File: src/rtl/vTPU_pkg.sv
// Shared VEGETA array constants and the weight-loader state encoding.
package vTPU_pkg;

  localparam int ALPHA          = 1;
  localparam int BETA           = 1;
  localparam int MUL_DATAWIDTH  = 8;
  localparam int META_DATA_SIZE = 2;

  localparam int WGT_W = ALPHA * BETA * (MUL_DATAWIDTH + META_DATA_SIZE);

  typedef enum logic [2:0] {
    WL_IDLE,
    WL_COLLECT,
    WL_FULL,
    WL_SEND,
    WL_DRAIN
  } wl_state_t;

endpackage

File: src/rtl/vegeta_wgt_row_buf.sv
// Tile row store: one synchronous write port and one combinational read port.
module vegeta_wgt_row_buf #(
  parameter int X_SCALED = 4,
  parameter int ROW_W    = 40,
  parameter int IDXW     = 2
) (
  input  logic             clk,
  input  logic             i_we,
  input  logic [IDXW-1:0]  i_widx,
  input  logic [ROW_W-1:0] i_wdata,
  input  logic [IDXW-1:0]  i_ridx,
  output logic [ROW_W-1:0] o_rdata
);

  logic [ROW_W-1:0] r_mem [X_SCALED];

  // Pure data storage; every slot is rewritten before a tile is sent.
  always_ff @(posedge clk) begin
    if (i_we) r_mem[i_widx] <= i_wdata;
  end

  assign o_rdata = r_mem[i_ridx];

endmodule

File: src/rtl/vegeta_weight_loader.sv
// Buffers one weight tile from a row stream and shifts it into the systolic
// array top row, deepest row first, then flips the shadow-buffer select.
module vegeta_weight_loader #(
  parameter int X_SCALED = 4,
  parameter int Y_SCALED = 4,
  parameter int WGT_W    = vTPU_pkg::WGT_W
) (
  input  logic                      clk,
  input  logic                      rst,
  input  logic                      wrow_valid,
  output logic                      wrow_ready,
  input  logic [Y_SCALED*WGT_W-1:0] wrow_data,
  input  logic                      wrow_last,
  input  logic                      send_grant,
  output logic [WGT_W-1:0]          weight_out [0:Y_SCALED-1],
  output logic                      weight_transferring_out,
  output logic                      i_wb,
  output logic                      tile_full,
  output logic                      tile_done,
  output logic                      proto_err
);
  import vTPU_pkg::*;

  localparam int CW    = $clog2(X_SCALED + 1);
  localparam int IDXW  = (X_SCALED > 1) ? $clog2(X_SCALED) : 1;
  localparam int ROW_W = Y_SCALED * WGT_W;
  localparam logic [CW-1:0] LAST = CW'(X_SCALED - 1);

  wl_state_t        r_state;
  wl_state_t        w_next;
  logic [CW-1:0]    r_row_cnt;
  logic [CW-1:0]    r_send_cnt;
  logic [CW-1:0]    r_drain_cnt;
  logic             r_ready;
  logic             r_full;
  logic             r_xfer;
  logic             r_done;
  logic             r_wb;
  logic             r_perr;
  logic [WGT_W-1:0] r_wout [0:Y_SCALED-1];

  logic             w_accept;
  logic             w_last_beat;
  logic             w_done;
  logic [IDXW-1:0]  w_widx;
  logic [IDXW-1:0]  w_ridx;
  logic [ROW_W-1:0] w_rdata;

  // Ready is registered, so only IDLE/COLLECT ever see it high.
  assign w_accept    = wrow_valid & r_ready;
  assign w_last_beat = (r_row_cnt == LAST);
  assign w_widx      = IDXW'(r_row_cnt);
  assign w_ridx      = IDXW'(LAST - r_send_cnt);

  vegeta_wgt_row_buf #(
    .X_SCALED (X_SCALED),
    .ROW_W    (ROW_W),
    .IDXW     (IDXW)
  ) u_row_buf (
    .clk     (clk),
    .i_we    (w_accept),
    .i_widx  (w_widx),
    .i_wdata (wrow_data),
    .i_ridx  (w_ridx),
    .o_rdata (w_rdata)
  );

  always_ff @(posedge clk or posedge rst) begin
    if (rst) r_state <= WL_IDLE;
    else     r_state <= w_next;
  end

  // Bus outputs lag the state by one register, so DRAIN holds X_SCALED state
  // cycles to leave X_SCALED-1 quiet bus cycles before the done pulse.
  always_comb begin
    w_next = r_state;
    w_done = 1'b0;
    case (r_state)
      WL_IDLE, WL_COLLECT: begin
        if (w_accept) w_next = w_last_beat ? WL_FULL : WL_COLLECT;
      end
      WL_FULL: begin
        if (send_grant) w_next = WL_SEND;
      end
      WL_SEND: begin
        if (r_send_cnt == LAST) w_next = WL_DRAIN;
      end
      WL_DRAIN: begin
        if (r_drain_cnt == LAST) begin
          w_next = WL_IDLE;
          w_done = 1'b1;
        end
      end
      default: w_next = WL_IDLE;
    endcase
  end

  always_ff @(posedge clk or posedge rst) begin
    if (rst) begin
      r_row_cnt   <= '0;
      r_send_cnt  <= '0;
      r_drain_cnt <= '0;
    end else begin
      if (w_accept) r_row_cnt <= w_last_beat ? '0 : r_row_cnt + 1'b1;
      if (r_state == WL_SEND) r_send_cnt <= r_send_cnt + 1'b1;
      else                    r_send_cnt <= '0;
      if (r_state == WL_DRAIN) r_drain_cnt <= r_drain_cnt + 1'b1;
      else                     r_drain_cnt <= '0;
    end
  end

  always_ff @(posedge clk or posedge rst) begin
    if (rst) begin
      r_ready <= 1'b0;
      r_full  <= 1'b0;
      r_xfer  <= 1'b0;
      r_done  <= 1'b0;
      r_wb    <= 1'b0;
      r_perr  <= 1'b0;
      for (int j = 0; j < Y_SCALED; j++) r_wout[j] <= '0;
    end else begin
      r_ready <= (w_next == WL_IDLE) || (w_next == WL_COLLECT);
      r_full  <= (w_next == WL_FULL);
      r_xfer  <= (r_state == WL_SEND);
      r_done  <= w_done;
      r_wb    <= r_wb ^ w_done;
      r_perr  <= r_perr | (w_accept & (wrow_last != w_last_beat));
      for (int j = 0; j < Y_SCALED; j++)
        r_wout[j] <= (r_state == WL_SEND) ? w_rdata[j*WGT_W +: WGT_W] : '0;
    end
  end

  assign wrow_ready              = r_ready;
  assign tile_full               = r_full;
  assign weight_transferring_out = r_xfer;
  assign tile_done               = r_done;
  assign i_wb                    = r_wb;
  assign proto_err               = r_perr;
  assign weight_out              = r_wout;

endmodule

File: config.mk
export PLATFORM = sky130hd
export DESIGN_NAME = vegeta_weight_loader
export DESIGN_NICKNAME = d
export VERILOG_FILES = /design/src/rtl/vTPU_pkg.sv /design/src/rtl/vegeta_wgt_row_buf.sv /design/src/rtl/vegeta_weight_loader.sv
export SDC_FILE = /design/constraint.sdc
export NUM_CORES = 1
export LEC_CHECK = 0
export ABC_AREA = 1
export BUFFER_PORTS_ARGS = -buffer_cell sky130_fd_sc_hd__buf_2
export CAP_MARGIN = 5
export CORE_ASPECT_RATIO = 0.7
export CORE_MARGIN = 10
export CORE_UTILIZATION = 40
export DETAILED_ROUTE_END_ITERATION = 8
export PLACE_DENSITY = 0.69
export SYNTH_ARGS = -nofsm -noshare
export SYNTH_HDL_FRONTEND = slang
export SYNTH_SLANG_ARGS = --single-unit
File: constraint.sdc
create_clock -name clk -period 3.9 [get_ports clk]
set_clock_uncertainty 0.1 [all_clocks]
set_input_delay 0.39 -clock clk [delete_from_list [all_inputs] [get_ports clk]]
set_output_delay 0.39 -clock clk [all_outputs]
set_load 0.02 [all_outputs]
Word-level counts from Yosys, hierarchy flattened

Memory sizes are Yosys's and may differ from the RTL's.
Index checks and enable logic that the tools add are counted.

Bits in registers: 58
Memory bits (writable): 160
Input port bits: 45
Output and inout bits: 46
Logic and storage cells: 54
Memories: 1

Memories:

| memory          | depth | width | rd ports | clocked after memory_dff | write ports | line                     | RTL |
|---|---|---|---|---|---|---|---|
| u_row_buf.r_mem | 4     | 40    | 1        | 0                        | 1           | vegeta_wgt_row_buf.sv:15 | `logic [ROW_W-1:0] r_mem [X_SCALED];` |

Add/sub/neg operators: 4
Equality and inequality tests: 10
Mux-type cells: 17
Bitwise operators: 4
Reduce and logical (&&, ||, !) cells: 4

Operators by type and width:

| kind                  | count |
|---|---|
| $mux W10              | 4 |
| $mux W3               | 7 |
| $eq A3 B2 Y1 const B  | 6 |
| $pmux W3 S4           | 1 |
| $add A3 B1 Y3 const B | 3 |
| $eq A3 B1 Y1 const B  | 2 |
| $logic_not A3 Y1      | 2 |
| $mux W1               | 4 |
| $eq A3 B3 Y1 const B  | 1 |
| $and A1 B1 Y1         | 2 |
| $mux W2               | 1 |
| $reduce_or A2 Y1      | 1 |
| $sub A2 B2 Y2 const A | 1 |
| $logic_or A1 B1 Y1    | 1 |
| $ne A1 B1 Y1          | 1 |
| $or A1 B1 Y1          | 1 |
| $xor A1 B1 Y1         | 1 |

Longest topological paths before layout

Gate-level depths: netlist of the first run.

Word-level depth: 6
Mapped depth: 7
Mapped depth without buffers: 7

By module

A second synthesis of the first run with hierarchy kept.

Cells, all modules: 839
Area total of the unflattened synthesis: 8882.3 um^2

Modules (own cells, without submodules):

| module               | times used | cells an instance | area each (um^2) | seq. area each (um^2) |
|---|---|---|---|---|
| vegeta_wgt_row_buf   | 1          | 635               | 6782.8           | 4804.6 |
| vegeta_weight_loader | 1          | 204               | 2099.5           | 1451.4 |

Least setup slack after synthesis of the first run

No wires, ideal clock.

Path type: flip-flop to flip-flop
Start point: reg r_row_cnt[0]
End point: mem u_row_buf.r_mem[2][0], enable pin
Setup time: 0.438 ns
Arrival time: 2.344 ns
Required time: 3.362 ns
Slack: 1.019 ns
Cell stages (with the launch flop): 5
Buffers on the path: 0
Period minus slack after synthesis: 2.881 ns
Cells stage by stage: dfrtp_1 -> inv_1 -> ha_1 -> inv_1 -> nor2_1

RTL lines:

| item                     | line                        | RTL |
|---|---|---|
| start: declaration       | vegeta_weight_loader.sv:31  | `logic [CW-1:0] r_row_cnt;` |
| start signal: assignment | vegeta_weight_loader.sv:104 | `if (w_accept) r_row_cnt <= w_last_beat ? '0 : r_row_cnt + 1'b1;` |
| end: declaration         | vegeta_wgt_row_buf.sv:15    |  |

No word-level cell before the write port.

Final worst setup path of the first run

Start point: reg r_row_cnt[0]
End point: mem u_row_buf.r_mem[2][7], enable pin

No word-level cell before the write port.

==> results of run 1 <==
==> report_power, final <==
group	internal (W)	total [W]	switching, W
clock network	0.00131	0.00215	0.000845
registers	0.00288	0.00299	0.000107
logic	0.000484	0.00171	0.00122
total	0.00468	0.00685	0.00217
==> sequential cells by signal (all words and copies together), names as in the netlist <==
register,flops
r_state,3
weight_transferring_out,1
r_drain_cnt,3
wrow_ready,1
i_wb,1
proto_err,1
u_row_buf.r_mem,160
weight_out,40
tile_full,1
r_send_cnt,3
r_row_cnt,3
tile_done,1
==> per-stage QoR <==
step	cell area [um2]	hold WS [ns]	power [W]
6_report	9550	0.0124	0.00685
5_1_grt	9550	0.00100	0.00726
4_1_cts	9530	0.000645	0.00693
3_5_place_dp	8730	0.330	0.00476
3_3_place_gp	8730	0.323	0.00473
2_1_floorplan	8010	0.310	0.00424
==> routing by layer <==
layer | part of all wire (%) | routed length [um] | vias to the layer above | track usage, %
met3 | 6.5 | 1090 | 19 | 3.37
met2 | 46 | 7860 | 134 | 20.5
met1 | 46 | 7770 | 2238 | 16.8
li1 | - | - | 2283 | -
met5 | 0 | 0 | - | 0
met4 | 1.3 | 226 | 0 | 2.54
==> cells in the final DEF (no fill, tap or decap), drive strengths merged <==
cell type	count
nor2	180
edfxtp	160
buf	100
o21ai	85
dfrtp	58
a21oi	40
clkbuf	34
inv	26
ha	8
nand2	7
dlygate4sd3	7
nand3	7
clkinv	3
bufinv	2
diode	1
xor2	1
o211ai	1
==> cell type report <==
type,count,area [um2]
antenna,1,2.50
fill,1738,10200
sequential,218,6260
timing repair buffer,107,596
inverter,25,93.8
tap,270,338
clock buffer,34,667
multi-input combinational,329,1510
clock inverter,6,81.3
==> worst paths after layout <==
kind / end / cells past startpoint / startpoint
worst max-delay path: u_row_buf.r_mem[2][7]$_DFFE_PP_ / 5 / r_row_cnt[0]$_DFFE_PP0N_
worst min-delay path: u_row_buf.r_mem[2][30]$_DFFE_PP_ / 1 / wrow_data[30]
worst max register to register: u_row_buf.r_mem[2][7]$_DFFE_PP_ / 5 / r_row_cnt[0]$_DFFE_PP0N_
worst min register to register: r_drain_cnt[0]$_DFF_PP0_ / 1 / r_drain_cnt[0]$_DFF_PP0_
max in group asynchronous: weight_out[20]$_DFF_PP0_ / 3 / rst
min in group asynchronous: tile_full$_DFF_PP0_ / 2 / rst
==> worst max-delay path, cell delays in order (launching register included) <==
cell	delay, ns
dfrtp_1	0.40
inv_1	0.12
ha_1	0.16
inv_1	0.06
nor2_4	0.58
buf_4	0.44
==> kinds of logic after synthesis <==
kind of cell	Yosys count
AO/OA/AOI/OAI	126
adder cells (fa/ha/maj)	8
AND/OR/NAND/NOR	194
XOR/XNOR	1
buffers and inverters	55
flip-flops	218
==> timing repair <==
item                                    in CTS  in global routing
endpoints found under the hold margin       14                  8
hold buffers                                 5                  2
buffers inserted                             0                  0
gates resized for setup                      0                  0
endpoints found under the setup margin       0                  0
==> run summary, run 1 <==
- result of the run: finished, final reports clean
- GRT Resource Usage Total: 12.7%
- total number of placement rows: 43
- CTS tree: done
- wirelength, routed: 17000 um
- top cells by instance count after synthesis: nor2_1 (180), edfxtp_1 (160), o21ai_0 (71)
- maximum number of pins on one net before global-route repair: 83
- final cell count without fillers: 990
- pwr dens: 717 nW/um2
- post-synthesis simple-gate area fraction: 9.27%
- average detailed-routed wire length per instance: 17.1 um
- register-to-register path setup slack: 1.70 ns
- Vias: 4674
- Warnings, synthesis: 0
- number of nets in the synthesized netlist: 655
- Final Critical Period: 2.20 ns
- fin nets: 756
- max-capacitance violation count: 0
- port bufs: 90
- Final WS setup: 1.70 ns
- multiplexer area fraction after synthesis: 0%
- fmax: 454 MHz
- sum of net half-perimeters after detailed placement: 10100 um
- portion of the post-synthesis area used by sequential elements: 78.1%
- cell count after placement: 942
- number of synthesized flops with an enable pin: 160
- clk buf depth: 3
- cell chosen for the clock root: clkbuf_16
- share of the synthesized area in compound gates (AO/OA/AOI/OAI): 7.91%
- clock sinks: 218
- share of the core filled with cells in the final layout: 48.4%
- DIE WIDTH: 189 um
- setup slack after placement: 1.58 ns
- post-synthesis xor/xnor area fraction: 0.109%
- area of the die: 26200 um2
- measured slew at the worst slew-check pin: 1.04 ns
- Inserted Clock Buffers: 22
- core footprint: 19700 um2
- cell area after synthesis: 8010 um2
- fraction of final layout cells sized beyond drive strength 1: 19.7%
- Hold WC Path Type: input port to register
- CP max FO: 21
- Post-Synth Adder-Cell Area: 1.25%
- Starting DRT DRC Count: 321
- TNS Setup: 0 ns
- prevailing post-synth register cell: edfxtp_1
- overflow left after global routing: 0
- level count of the clock H-tree: 1
- dominant combinational cell family by area after synthesis: simple AND/OR/NAND/NOR gates
- number of antenna violations at the first check in global routing: 1
- register bit count reported by yosys: 218
- final max-slew violation count: 0
- Slew Limit Headroom: 30.4%
- Setup crit start kind: register
- latest clock arrival within the worst-skew pair: 0.50 ns
- die height: 138 um
- clock-pin slew on the worst setup and hold paths: 0.06 ns
- data required time at the worst endpoint: 3.97 ns
- Data arrival, critical path: 2.27 ns
- share of async-settable or async-resettable flops after synthesis: 26.6%
- dominant cells by area after synthesis: edfxtp_1 (60%), dfrtp_1 (18%), nor2_1 (8.4%), o21ai_0 (4.4%), a21oi_1 (2.5%)
- first-pass GRT wire length: 26700 um
- setup repair after global routing missed its margin: no
- Hold Fails Final Rpt: 0
- category of the worst setup path capture point: register
- gate count after technology mapping: 602
- WS Path Type: register to register
- first-pass detailed-route iteration total: 5
- synthesized area divided by synthesized cell count: 13.3 um2
- residual antenna-violating net count after detailed routing: 0
- Worst VDD drop: 0.000334 V
- # IOs: 91
- via-per-instance ratio: 4.72
- number of library cell types mapped by synthesis: 19
- total of endpoints with negative setup slack in the final report: 0
- top cell type by total area after synthesis: edfxtp_1
- detailed-route DRC error count: 0
- area grow syn2layout: 19.3%
- number of global-route vias before repair: 4683
- fraction of post-synthesis cell area in the top cell type by area: 60.0%
- top-count cell post-synth: nor2_1
- Leak Pwr: 3.75 nW
- GP Congestion: 0.721
- fraction of the cycle the final worst path needs: 56.4%
- starting utilization of the core area: 40.5%
Note: power is estimated with default switching activity, not from simulation.
==> inputs of run 2 (changes only) <==
Clock period 3.9 ns to 2.15 ns, I/O delays scaled along.
==> run 2 against run 1 <==
Total power increased by 81%. Sequential share of layout area decreased by 2.7 points. Via count increased by 5.5%. Largest power group unchanged. First-iteration DRC count increased by 37%. Count of clock-buffer cells in the layout decreased by 6. Setup slack got worse by 1.2 ns. Critical endpoint is now weight_out[13]$_DFF_PP0_. Maximum frequency increased by 32%.
==> run summary, run 2 (synthesis gave the netlist of run 1 again) <==
- result of the run: finished, final reports clean
- detailed-route DRC error count: 0
- pwr dens: 1250 nW/um2
- number of buffers inserted by hold repair at cts: 43
- number of buffers added for setup after CTS: 0
- overflow left after global routing: 0
- fmax: 598 MHz
- clock-pin slew on the worst setup and hold paths: 0.06 ns
- DIE WIDTH: 189 um
- number of global-route vias before repair: 5032
- Hold Fails Final Rpt: 0
- first-pass detailed-route iteration total: 5
- number of cells on the worst reg-to-reg path: 5
- core footprint: 19700 um2
- port bufs: 90
- residual antenna-violating net count after detailed routing: 0
- highest-count cells in the layout ignoring fill and taps: nor2_1 (176), edfxtp_1 (160), buf_2 (90)
- wirelength, routed: 17100 um
- share of the core filled with cells in the final layout: 50.5%
- Data arrival, critical path: 1.95 ns
- area of the die: 26200 um2
- register-to-register path setup slack: 0.48 ns
- CP max FO: 25
- Largest register FFs: 160
- filler cell count: 1683
- Setup crit start kind: register
- Vias: 4930
- fin nets: 799
- first-pass GRT wire length: 27300 um
- CTS tree: done
- fraction of final layout cells sized beyond drive strength 1: 19.8%
- Leak Pwr: 3.92 nW
- Final Critical Period: 1.67 ns
- fraction of the cycle the final worst path needs: 77.7%
- Hold WC Path Type: input port to asynchronous set/reset pin
- Total Power: 0.0124 W
- sum of net half-perimeters after detailed placement: 10400 um
- WS Path Type: register to register
- Reg with most FFs: u_row_buf.r_mem
- average detailed-routed wire length per instance: 16.6 um
- clk buf depth: 3
- worst hold slack: 0.277 ns
- area used by multi-input combinational logic: 1510 um2
- GRT Resource Usage Total: 12.9%
- final max-slew violation count: 0
- cell chosen for the clock root: clkbuf_16
- latest clock arrival within the worst-skew pair: 0.50 ns
- Starting DRT DRC Count: 441
- Resized cells post-CTS: 0
- category of the worst setup path capture point: register
- setup repair after global routing missed its margin: no
- via-per-instance ratio: 4.78
- area grow syn2layout: 24.5%
- Worst VDD drop: 0.000626 V
- capture point of the worst reg-to-reg path: weight_out[13]$_DFF_PP0_
- starting utilization of the core area: 40.5%
- total of endpoints with negative setup slack in the final report: 0
- measured slew at the worst slew-check pin: 0.718 ns
- maximum number of pins on one net before global-route repair: 56
- combined flip-flop and latch cell area: 6260 um2
- GP Congestion: 0.763
- leading cell type in the layout, fill and taps excluded: nor2_1
- data required time at the worst endpoint: 2.43 ns
- total number of placement rows: 43
- number of antenna violations at the first check in global routing: 1
- die height: 138 um
- Slew Limit Headroom: 52.1%
- level count of the clock H-tree: 1
- max-capacitance violation count: 0
- origin of the critical flop-to-flop path: r_send_cnt[1]$_DFF_PP0_
- Inserted Clock Buffers: 21
- # IOs: 91
- clock sinks: 218
==> run 2: changes by cell type in the layout (fill, tap and decap cells not counted), sizes merged <==
cell         before  now
buf             100  108
clkbuf           34   28
clkinv            3    4
clkinvlp          0    2
dlygate4sd3       7   43
inv              26   27
==> run 2: per-stage QoR <==
step | cells | setup slack (ns) | setup TNS [ns] | cell area (um2)
final | 1032 | 0.479 | 0 | 9960
after global routing | 1032 | 0.327 | 0 | 9960
after CTS | 1031 | 0.475 | 0 | 9960
after detailed placement | 950 | 0.485 | 0 | 8840
after global placement | 950 | 0.501 | 0 | 8840
after floorplan | 602 | -0.0859 | -13.74 | 8020
==> run 2: layout make-up <==
class	instances	share of cell area (%)
Clock inverter	10	1.19
Sequential cell	218	62.8
Antenna cell	1	0.0251
Timing Repair Buffer	151	10.7
Inverter	25	0.942
Tap cell	270	3.39
Multi-Input combinational cell	329	15.2
Clock buffer	28	5.74
==> run 2: worst max-delay path: stages (launching register included) <==
cell and delay, ns:
dfrtp_2 0.52, inv_2 0.41, buf_4 0.29, nor2_1 0.07
o21ai_0 0.07, a21oi_1 0.08
==> run 2: worst max-delay path by stage <==
| stage | from | to | slack [ns] |
|---|---|---|---|
| 2_1_floorplan | wrow_ready$_DFF_PP0_ | u_row_buf.r_mem[0][0]$_DFFE_PP_ | -0.09 |
| 3_3_place_gp | r_send_cnt[1]$_DFF_PP0_ | weight_out[16]$_DFF_PP0_ | 0.50 |
| 3_5_place_dp | r_send_cnt[1]$_DFF_PP0_ | weight_out[16]$_DFF_PP0_ | 0.49 |
| 4_1_cts | r_row_cnt[0]$_DFFE_PP0N_ | u_row_buf.r_mem[2][16]$_DFFE_PP_ | 0.48 |
| 5_1_grt | r_send_cnt[1]$_DFF_PP0_ | weight_out[18]$_DFF_PP0_ | 0.33 |
| 6_report | r_send_cnt[1]$_DFF_PP0_ | weight_out[13]$_DFF_PP0_ | 0.48 |
==> run 2: metal layers <==
layer | wire, um | track usage (%) | part of all wire [%]
met3 | 1380 | 3.24 | 8.0
met1 | 7830 | 18.1 | 46
met2 | 7680 | 19.6 | 45
met5 | 0 | 0 | 0
met4 | 252 | 2.96 | 1.5
==> run 2: report_power, final <==
group | internal, W | switching (W)
Sequential | 0.00523 | 0.000239
Combinational | 0.00103 | 0.00225
Clock | 0.00213 | 0.00153
